[config.mk]
export PLATFORM = sky130hd
export DESIGN_NAME = baopoco_quant_gain_apply
export DESIGN_NICKNAME = d
export VERILOG_FILES = /design/src/rtl/baopoco_quant_gain_apply.sv
export SDC_FILE = /design/constraint.sdc
export NUM_CORES = 2
export LEC_CHECK = 0
export ABC_AREA = 0
export ABC_CLOCK_PERIOD_IN_PS = 14700
export CORE_ASPECT_RATIO = 1.2
export CORE_MARGIN = 2
export CORE_UTILIZATION = 45
export DETAILED_ROUTE_END_ITERATION = 16
export GPL_TIMING_DRIVEN = 1
export PLACE_DENSITY = 0.59
export SLEW_MARGIN = 20
export SYNTH_ARGS = -nofsm -noshare
export SYNTH_HDL_FRONTEND = slang
export SYNTH_SLANG_ARGS = --single-unit
export TNS_END_PERCENT = 1
[constraint.sdc]
create_clock -name user_clk -period 14.7 [get_ports user_clk]
set_input_delay 2.94 -clock user_clk [delete_from_list [all_inputs] [get_ports user_clk]]
set_output_delay 2.94 -clock user_clk [all_outputs]
set_load 0.005 [all_outputs]
[src/rtl/baopoco_quant_gain_apply.sv]
// Applies a double-buffered quantiser gain to a complex sample stream and requantises
// each component to a symmetric signed OUT_W-bit value, counting saturated samples.
module baopoco_quant_gain_apply #(
    parameter int unsigned DIN_W     = 18,
    parameter int unsigned GAIN_W    = 16,
    parameter int unsigned GAIN_FRAC = 10,
    parameter int unsigned OUT_W     = 4
) (
    input  logic                    user_clk,
    input  logic                    user_rst,
    input  logic [31:0]             gain_reg,
    input  logic                    sync_in,
    input  logic                    din_valid,
    input  logic signed [DIN_W-1:0] din_re,
    input  logic signed [DIN_W-1:0] din_im,
    input  logic                    sat_clr,
    output logic                    dout_valid,
    output logic signed [OUT_W-1:0] dout_re,
    output logic signed [OUT_W-1:0] dout_im,
    output logic [2*OUT_W-1:0]      dout_packed,
    output logic                    sync_out,
    output logic [31:0]             sat_count
);

    localparam int unsigned PW = DIN_W + GAIN_W + 1;
    localparam int unsigned SH = (DIN_W - 1) + GAIN_FRAC - (OUT_W - 1);
    localparam int unsigned RW = PW + 1;
    localparam int unsigned QW = RW - SH;

    localparam logic signed [RW-1:0] Half = RW'(2 ** (SH - 1));
    localparam logic signed [QW-1:0] QMax = QW'((2 ** (OUT_W - 1)) - 1);
    localparam logic signed [QW-1:0] QMin = -QMax;

    logic [GAIN_W-1:0]        gain_active;
    logic [GAIN_W-1:0]        s1_gain;
    logic signed [DIN_W-1:0]  s1_re, s1_im;
    logic                     s1_valid, s1_sync;
    logic signed [PW-1:0]     p_re, p_im;
    logic                     s2_valid, s2_sync;
    logic signed [GAIN_W:0]   gain_s;
    logic signed [RW-1:0]     sum_re, sum_im;
    logic signed [QW-1:0]     q_re, q_im;
    logic signed [OUT_W-1:0]  c_re, c_im;
    logic                     sat_re, sat_im;
    logic                     unused_gain_hi;

    assign unused_gain_hi = ^gain_reg[31:GAIN_W];
    assign gain_s         = {1'b0, s1_gain};

    // Stage 1 captures the pre-update gain, so a sample coincident with sync uses the old one.
    always_ff @(posedge user_clk) begin
        if (user_rst) begin
            gain_active <= '0;
            s1_gain     <= '0;
            s1_re       <= '0;
            s1_im       <= '0;
            s1_valid    <= 1'b0;
            s1_sync     <= 1'b0;
        end else begin
            if (sync_in) begin
                gain_active <= gain_reg[GAIN_W-1:0];
            end
            s1_gain  <= gain_active;
            s1_re    <= din_re;
            s1_im    <= din_im;
            s1_valid <= din_valid;
            s1_sync  <= sync_in;
        end
    end

    always_ff @(posedge user_clk) begin
        if (user_rst) begin
            p_re     <= '0;
            p_im     <= '0;
            s2_valid <= 1'b0;
            s2_sync  <= 1'b0;
        end else begin
            p_re     <= PW'(s1_re) * PW'(gain_s);
            p_im     <= PW'(s1_im) * PW'(gain_s);
            s2_valid <= s1_valid;
            s2_sync  <= s1_sync;
        end
    end

    // Round half toward +inf, then clamp symmetrically so the most negative code never appears.
    always_comb begin
        sum_re = RW'(p_re) + Half;
        sum_im = RW'(p_im) + Half;
        q_re   = sum_re[RW-1:SH];
        q_im   = sum_im[RW-1:SH];
        sat_re = 1'b0;
        sat_im = 1'b0;
        c_re   = q_re[OUT_W-1:0];
        c_im   = q_im[OUT_W-1:0];
        if (q_re > QMax) begin
            c_re   = QMax[OUT_W-1:0];
            sat_re = 1'b1;
        end else if (q_re < QMin) begin
            c_re   = QMin[OUT_W-1:0];
            sat_re = 1'b1;
        end
        if (q_im > QMax) begin
            c_im   = QMax[OUT_W-1:0];
            sat_im = 1'b1;
        end else if (q_im < QMin) begin
            c_im   = QMin[OUT_W-1:0];
            sat_im = 1'b1;
        end
    end

    always_ff @(posedge user_clk) begin
        if (user_rst) begin
            dout_valid  <= 1'b0;
            dout_re     <= '0;
            dout_im     <= '0;
            dout_packed <= '0;
            sync_out    <= 1'b0;
            sat_count   <= '0;
        end else begin
            dout_valid <= s2_valid;
            sync_out   <= s2_sync;
            if (s2_valid) begin
                dout_re     <= c_re;
                dout_im     <= c_im;
                dout_packed <= {c_re, c_im};
            end
            if (sat_clr) begin
                sat_count <= '0;
            end else if (s2_valid && (sat_re || sat_im) && (sat_count != 32'hFFFF_FFFF)) begin
                sat_count <= sat_count + 32'd1;
            end
        end
    end

endmodule
==> flow_metrics.py <==
metrics = {
    "status": {
        "status": "completed",
    },
    "logic_synthesis": {
        "synth_area_leaders": "fa_1 44%, inv_1 11%, dfxtp_1 10%, ha_1 8.4%, nand2_1 5.4%",
        "ys_warn_count": 0,
        "synthArstFlopShare_pct": 0,
        "synth_ff_type": "dfxtp_1",
        "synth_cell_types": 75,
        "avgSynthCellArea_um2": 9.06,
        "syn-cell-area_um2": 26400,
        "ys_seq_area_share_pct": 10.5,
        "syn-instance-count": 2914,
        "synth_nets": 3746,
        "synth-seq-cells": 138,
        "synth_edf_count": 0,
        "synth_top_area_share_pct": 44.1,
        "synth_area_leader_cell": "fa_1",
    },
    "setup_path": {
        "cp.required_ps": 15030,
        "endpoint_kind": "flip-flop",
        "crit_path_max_incr_delay_ps": 1020,
        "path_max_fanout": 36,
        "critical_path_arrival_ps": 7460,
        "critPathKind": "flip-flop to flip-flop",
        "critPathLaunchType": "flip-flop",
        "crit_chain": "nand2_1 > fa_1 > fa_1 > inv_1 > fa_1 > fa_1 > fa_1 > inv_1 > fa_1 > inv_1 > ha_1 > nand2_1 > nor4_1 > inv_1 > o211ai_1 > a211oi_1 > nor2_1 > mux2i_1 > o311ai_0",
        "slowest_stage": "dfxtp_2",
        "cp_common_cell": "fa_1",
    },
    "clock_network": {
        "root_buffer": "clkbuf_16",
        "cts_resized": 0,
        "cts_sinks": 138,
        "clk_pin_slew_worst_paths_ps": 60,
        "post_cts_buffers": 0,
        "cts-hold-fix-buffers": 0,
        "clk_latency_ps": 480,
        "cts_buffers": 17,
        "clockBufferDepth": 2,
        "htree_levels": 4,
        "cts_tree": "yes",
    },
    "layout": {
        "final.fill_count": 5522,
        "multi_input_area_um2": 20300,
        "nNetsFinal": 3751,
        "final_common_cell": "inv_1",
        "synthToLayoutAreaGrowth_pct": 8.17,
        "drive_above_1_share_pct": 2.93,
        "regArea_um2": 2770,
        "final_cell_mix": "743 x inv_1, 582 x fa_1, 382 x nand2_1, 225 x and2_1, 177 x ha_1",
    },
    "floorplanning": {
        "fp.dieH_um": 269,
        "io_pins": 123,
        "row_count": 97,
        "core-area_um2": 58100,
        "die_area_um2": 60600,
        "fp.dieW_um": 225,
        "initial_core_util_pct": 45.4,
    },
    "timing": {
        "timing.fmax_ghz": 0.140,
        "period_minus_slack_ps": 7130,
        "setup_viol": 0,
        "final_max_slew_viol_count": 0,
        "fin_setup_tns_ps": 0,
        "rsz0062_at_grt": "false",
        "slew_headroom_pct": 29.7,
        "worst_slew_pin_slew_ps": 1050,
        "period_share_pct": 48.5,
        "fin_hold_ws_ps": 436,
        "hold_viol_final": 0,
        "worst_clock_skew_ps": 12.7,
    },
    "routing": {
        "dr_wl_met2_um": 33300,
        "drt_iter0_markers": 864,
        "viasPerCell": 5.16,
        "wl_met3_um": 3580,
        "m1WireLength_um": 25800,
        "drt-pass1-iter-count": 5,
        "ant_nets": 0,
        "route.detailed.drc": 0,
        "highest_layer": "met5",
        "vias": 18972,
        "wl_um": 64700,
        "route.detailed.wl_per_inst_um": 17.6,
    },
    "grt": {
        "grt-ovfl-total": 0,
        "track_usage_pct": 23.1,
        "antenna_found_initial": 2,
        "grt_max_degree": 89,
        "grt_pass1_vias": 21404,
        "grt_pass1_wl_um": 109000,
    },
    "power_and_ir_drop": {
        "powerDensity_nw_per_um2": 48.5,
        "vdd_ir_drop_max_uv": 84.1,
        "p_leak_uw": 0.0143,
    },
    "placement": {
        "port_buffers": 106,
        "place_congestion": 0.836,
        "dp_hpwl_um": 47400,
    },
    "flow_run": {
        "maxCapViolations": 0,
    },
    "hold_path": {
        "hold_path_class": "flip-flop to flip-flop",
    },
}
[flip-flops by register name, summed over array words and instances, names as in the netlist, 3 cells and up]
name,cells
dout_re,4
s1_re,18
gain_active,16
s1_im,18
p_re,12
sat_count,32
s1_gain,16
dout_im,3
p_im,12
[metrics by stage]
| stage | setup WS, ps | total power (µW) | area [µm²] | instances | util (%) |
|---|---|---|---|---|---|
| after floorplan | 8380 | 787 | 26400 | 2914 | - |
| after global placement | 7650 | 925 | 28000 | 3642 | 48.1 |
| after detailed placement | 7630 | 935 | 28000 | 3642 | 48.1 |
| after CTS | 7570 | 1410 | 28500 | 3674 | 49.1 |
| after global routing | 7130 | 1490 | 28500 | 3674 | 49.1 |
| final | 7570 | 1390 | 28600 | 3677 | 49.1 |
[synth_stat cells (3+ instances only)]
cell type / instances
a221o_1: 3
xnor2_1: 40
nor2_1: 72
a31o_2: 4
or2_2: 3
fa_1: 582
nor3b_1: 8
nand2b_1: 6
nor3_1: 19
o21bai_1: 3
a2111o_1: 3
o21ai_0: 17
and4_1: 7
nor4b_1: 3
nand4_1: 13
clkbuf_1: 112
buf_4: 8
nand3_1: 33
a311oi_1: 3
buf_1: 4
buf_2: 12
o21a_1: 6
mux2i_1: 23
nand4b_1: 3
dfxtp_1: 138
a21o_1: 20
or4_1: 4
xor2_1: 9
or3_1: 11
a21oi_1: 50
nand2_1: 382
and3_1: 15
o31ai_1: 3
o211ai_1: 11
nand3b_1: 4
inv_1: 743
a31oi_1: 5
nor2b_1: 63
a211oi_1: 20
ha_1: 177
nor4_1: 4
and2_1: 225
[routing by layer]
| metal | track usage [%] | vias to the layer above |
|---|---|---|
| met2 | 40.9 | 503 |
| met5 | 0 | - |
| met4 | 8.73 | 4 |
| met3 | 3.90 | 127 |
| li1 | - | 8574 |
| met1 | 28.0 | 9764 |
[critical path: cells and delay by family, from the launching register on]
kind	cells	cell delay [ps]
AND/OR/NAND/NOR	4	910
multiplexers	1	210
buffers and inverters	4	250
adder cells (fa/ha/maj)	7	3570
flip-flops	1	1020
AO/OA/AOI/OAI	3	990
[final cells by class]
| class | instances | area share (%) |
|---|---|---|
| flip-flops and latches | 138 | 9.71 |
| inverters | 743 | 9.77 |
| repair buffers | 124 | 4.18 |
| multi-input cells | 1895 | 71.0 |
| clock buffers | 18 | 1.54 |
| diodes | 3 | 0.0263 |
| clock inverters | 14 | 0.548 |
| well taps | 742 | 3.25 |
[logic make-up after synthesis]
kind of cell | Yosys count | share of synthesized area, %
compound gates | 178 | 4.91
buf+inv | 881 | 12.8
simple gates | 884 | 16.8
mux | 25 | 0.957
fa+ha+maj | 759 | 52.5
xor+xnor | 49 | 1.63
flops | 138 | 10.5
[path summary, 6_finish.rpt]
| check | depth (start not counted) | end | slack [ps] | start |
|---|---|---|---|---|
| setup / recovery | 19 | p_re[28] | 7570 | s1_gain[4] |
| setup reg to reg | 19 | p_re[28] | 7570 | s1_gain[4] |
| hold / removal | 1 | s2_valid | 440 | s1_valid |
| hold reg to reg | 1 | s2_valid | 440 | s1_valid |
[where the power goes]
group          switching [µW]  internal (µW)  leakage [µW]
sequential               64.1            398       0.00114
clock                     202            258      0.000298
combinational             270            194        0.0128
total                     537            850        0.0143
Note: power is estimated with default switching activity, not from simulation.
==> RTL edit 1, RTL diff (same settings) <==
`GAIN_W`: 16 -> 18.
--- a/src/rtl/baopoco_quant_gain_apply.sv
+++ b/src/rtl/baopoco_quant_gain_apply.sv
@@ -2,7 +2,7 @@
 // each component to a symmetric signed OUT_W-bit value, counting saturated samples.
 module baopoco_quant_gain_apply #(
     parameter int unsigned DIN_W     = 18,
-    parameter int unsigned GAIN_W    = 16,
+    parameter int unsigned GAIN_W    = 18,
     parameter int unsigned GAIN_FRAC = 10,
     parameter int unsigned OUT_W     = 4
 ) (
Check against the original RTL: not equivalent (Yosys sat finds a counterexample within 10 cycles, from zero or initial values and one cycle with user_rst high).
==> RTL edit 1 against the unedited design <==
  * Power about the same
  * Die area decreased by 0.81%
  * Setup slack worse by 0.33 ns
  * Clock skew grew 0.016 ns
  * Non-clock buffer count up 1
  * Design area fell by 0.77%
  * Via count increased by 0.51%
  * Synthesized cell count decreased by 0.34%
  * Routed wire length is 0.32% lower
  * Cell count down 0.76%
  * Area after synthesis decreased by 0.82%
  * Sequential cell count increased by 8
  * Critical path type unchanged
  * Critical endpoint is now p_im[35]
==> RTL edit 1: results (changes against the unedited design) <==
metric,value,unit,change
Worst-path clk slew,0.09,ns,+0.03 ns
pin count of the biggest net entering global routing,69,,-22%
top sig layer,met4,,
Syn Area/Cell,9.015,µm²,-0.48%
Peak supply drop,0.09368,mV,+11%
post-synthesis compound-gate area fraction,4.363,%,-0.54 points
FF-to-FF Start,s1_gain[8],,
fmax,134.1,MHz,-4.4%
FF-to-FF path depth,20,,+1
Pwr per Cell Area,48.91,nW/µm²,+0.74%
DR iter-0 viols,945,,+9.4%
Post-Synth Adder-Cell Area,51.38,%,-1.2 points
initial antenna violation count,1,,-1
number of synthesized register bits,146,,+5.8%
Non-CTS inverters,607,,-18%
bufs w/o clock,125,,+0.81%
commonest cells in the netlist,"inv_1, fa_1, and2_1, nand2_1, ha_1",,
status,finished clean,,
global-route met2 utilization,40.85,%,about the same
combinational group power,0.415,mW,-11%
WL met1,26.95,mm,+4.6%
Internal,0.8548,mW,+0.60%
Met2 Wirelength,32.67,mm,-1.9%
FF+latch area,2934,µm²,+5.8%
routability congestion estimate,0.8428,,+0.78%
Non-Clock Buffer Area Fraction,4.257,%,+0.077 points
Cells after Synth,2904,,-0.34%
fraction of area in multi-input gates,71.92,%,+0.94 points
fill cell count,5456,,-1.2%
Final #Nets,3742,,-0.24%
vias in the first global route,21001,,-1.9%
"Clk Latency, worst-skew pair",0.50,ns,+0.02 ns
synth unique cells,67,,-11%
clock-cell share of area,2.168,%,+0.082 points
Non-Filler Instances,3649,,-0.76%
Power Clock,0.495,mW,+7.6%
comb_multi_in,2003,,+5.7%
met1 usage,28.72,%,+0.71 points
DR WL met3,3.355,mm,-6.3%
synth top area cells,"fa_1, ha_1, dfxtp_1, inv_1, and2_1",,
mux contribution to synthesized area,1.013,%,+0.056 points
IO Port Bufs,108,,+1.9%
Avg WL per Cell,17.68,µm,+0.45%
Global Route met3 Usage,3.925,%,+0.024 points
"worst slack, placed",7.393,ns,-0.2329 ns
post-place instance area,27710,µm²,-0.85%
diode count,1,,-2
Lkg Pwr,14.13,nW,-0.87%
post-synthesis sequential area ratio,11.16,%,+0.70 points
first-pass GRT wire length,108.1,mm,-1.3%
Finished Core Util,49.35,%,+0.23 points
XOR/XNOR Fraction of Synth Area,1.405,%,-0.22 points
GRT Util Overall,23.04,%,-0.063 points
final clock skew,0.02884,ns,+0.01610 ns
==> RTL edit 1: worst min path at each step <==
stage / slack, ns / cells after the start / to / from
final: 0.43 / 1 / s1_gain[8] / gain_active[8]
after global routing: 0.43 / 1 / s1_gain[8] / gain_active[8]
after CTS: 0.43 / 1 / s1_gain[8] / gain_active[8]
after detailed placement: 0.43 / 1 / s2_sync / s1_sync
after global placement: 0.42 / 1 / s2_valid / s1_valid
after floorplan: 0.41 / 1 / s2_sync / s1_sync
==> RTL edit 1: critical path, cell delays in order, from the launching register on <==
cell and delay, ns:
dfxtp_2 1.07, nand2_1 0.18, fa_1 0.59, inv_1 0.06
fa_1 0.58, fa_1 0.46, fa_1 0.47, fa_1 0.49
inv_1 0.05, fa_1 0.47, inv_1 0.05, ha_1 0.28
a21oi_1 0.06, o21ai_0 0.43, o21ai_0 0.23, a211oi_1 0.59
o41ai_1 0.22, a21oi_1 0.33, a31oi_1 0.18, a21oi_1 0.18
mux2_2 0.34
==> RTL edit 2, RTL diff (same settings) <==
Without the edit above. Make the reset (`user_rst`) asynchronous in 3 clocked blocks.
--- a/src/rtl/baopoco_quant_gain_apply.sv
+++ b/src/rtl/baopoco_quant_gain_apply.sv
@@ -48,7 +48,7 @@
     assign gain_s         = {1'b0, s1_gain};
 
     // Stage 1 captures the pre-update gain, so a sample coincident with sync uses the old one.
-    always_ff @(posedge user_clk) begin
+    always_ff @(posedge user_clk or posedge user_rst) begin
         if (user_rst) begin
             gain_active <= '0;
             s1_gain     <= '0;
@@ -68,7 +68,7 @@
         end
     end
 
-    always_ff @(posedge user_clk) begin
+    always_ff @(posedge user_clk or posedge user_rst) begin
         if (user_rst) begin
             p_re     <= '0;
             p_im     <= '0;
@@ -108,7 +108,7 @@
         end
     end
 
-    always_ff @(posedge user_clk) begin
+    always_ff @(posedge user_clk or posedge user_rst) begin
         if (user_rst) begin
             dout_valid  <= 1'b0;
             dout_re     <= '0;
Formal check against the unedited RTL: differs if user_rst is asserted again (counterexample within 4 cycles, from zero or initial values and one cycle with user_rst high); with user_rst held inactive, the same outputs for 4 cycles.
==> RTL edit 2 against the unedited design <==
  * Routed wire length is 4.0% lower
  * Area after synthesis is 0.43% lower
  * Design area is 0.30% lower
  * Global-route usage is 0.50 points lower
  * Clock skew is 0.0087 ns higher
  * First-iteration DRC count is 13% higher
  * Via count is 5.0% lower
  * Sequential cell count stayed put
  * Setup slack worse by 0.0086 ns
  * Critical path type unchanged
Power is left out: the tool's default activity adds up to more than one toggle a clock period on the data nets, which glitch-free logic cannot reach.
==> RTL edit 2: results (changes against the unedited design) <==
metric,value,unit,change
status,finished clean,,
Worst-path clk slew,0.06,ns,about the same
Via Count,18025,,-5.0%
synth unique cells,60,,-20%
vias in the first global route,20508,,-4.2%
Critical-path top delay cell,dfrtp_2,,
Post-CTS Resized,0,,unchanged
post-synthesis compound-gate area fraction,3.237,%,-1.7 points
"Clk Latency, worst-skew pair",0.49,ns,
Post-Synth Adder-Cell Area,52.76,%,+0.23 points
overall routed net length,62.16,mm,-4.0%
CTS Buf Count,17,,unchanged
mux contribution to synthesized area,1.814,%,+0.86 points
diode count,0,,-3
Final #Nets,3638,,-3.0%
global-route met2 utilization,40.58,%,-0.30 points
met1 usage,28.49,%,+0.48 points
Setup CP Type,flip-flop to flip-flop,,
first-pass GRT wire length,105.2,mm,-3.9%
final clock skew,0.02145,ns,+0.008713 ns
XOR/XNOR Fraction of Synth Area,1.700,%,+0.074 points
H-tree Lvls,4,,unchanged
Post-synth top flop,dfrtp_1,,
post-synthesis sequential area ratio,13.14,%,+2.7 points
DR WL met3,3.032,mm,-15%
DR iter-0 viols,972,,+13%
pin count of the biggest net entering global routing,73,,-18%
actual slew at the worst max-slew pin,1.003,ns,-0.05153 ns
initial antenna violation count,0,,-2
Worst path max stage delay,1.02,ns,about the same
Min-Delay Path Depth,0,,-1
worst-path fanout max,36,,unchanged
top sig layer,met4,,
fill cell count,5510,,-0.22%
commonest cells in the netlist,"inv_1, fa_1, nand2_1, and2_1, ha_1",,
Final setup viols,0,,unchanged
top flop regs,"sat_count (32), s1_im (18), s1_re (18)",,
routability congestion estimate,0.8207,,-1.9%
Worst Setup SP,s1_gain[3],,
fin worst setup slack,7.562,ns,-0.008620 ns
GRT Util Overall,22.61,%,-0.50 points
FF-to-FF path depth,20,,+1
arrival time worst endpoint,7.49,ns,+0.03 ns
synth top area cells,"fa_1, dfrtp_1, inv_1, ha_1, and2_1",,
Global Route met3 Usage,3.509,%,-0.39 points
Met2 Wirelength,32.32,mm,-2.9%
WL met1,25.61,mm,-0.56%
layout cells sized above 1,3.193,%,+0.26 points
WHS Endpoint,s2_valid,,
synthesis warning total,0,,unchanged
HP Start,s1_valid,,
"Async S/R FF share, synth",100.0,%,+100 points
reg2reg end,p_re[34],,
DP Wirelength,45.90,mm,-3.1%
DRT Pass-1 Iters,5,,unchanged
[RTL edit 2: layout make-up]
cell class | count | area share, %
inverter | 742 | 9.801
tap | 742 | 3.261
timing repair buffer | 121 | 4.123
clock buffer | 21 | 1.617
clock inverter | 11 | 0.4000
sequential | 138 | 12.15
multi-input combinational | 1786 | 68.65
[RTL edit 2: logic make-up after synthesis]
family          Yosys count
mux                      40
buf+inv                 862
xor+xnor                 51
fa+ha+maj               759
compound gates          132
simple gates            804
flops                   138
[RTL edit 2: worst max-delay path, delay by kind of cell, from the launching register on]
kind	cells	cell delay (ns)
AOI/OAI and AO/OA	7	1.66
and+or+nand+nor	3	0.61
buffers and inverters	3	0.18
adders and majority gates	7	3.53
DFF	1	1.02
[RTL edit 2: through the flow]
stage / cells / hold slack [ns] / cell area (µm²)
CTS: 3561 / 0.3518 / 28470
finish: 3561 / 0.3495 / 28470
detailed placement: 3529 / 0.3364 / 27890
floorplan: 2786 / 0.3312 / 26280
global placement: 3529 / 0.3325 / 27890
global route: 3561 / 0.3612 / 28470
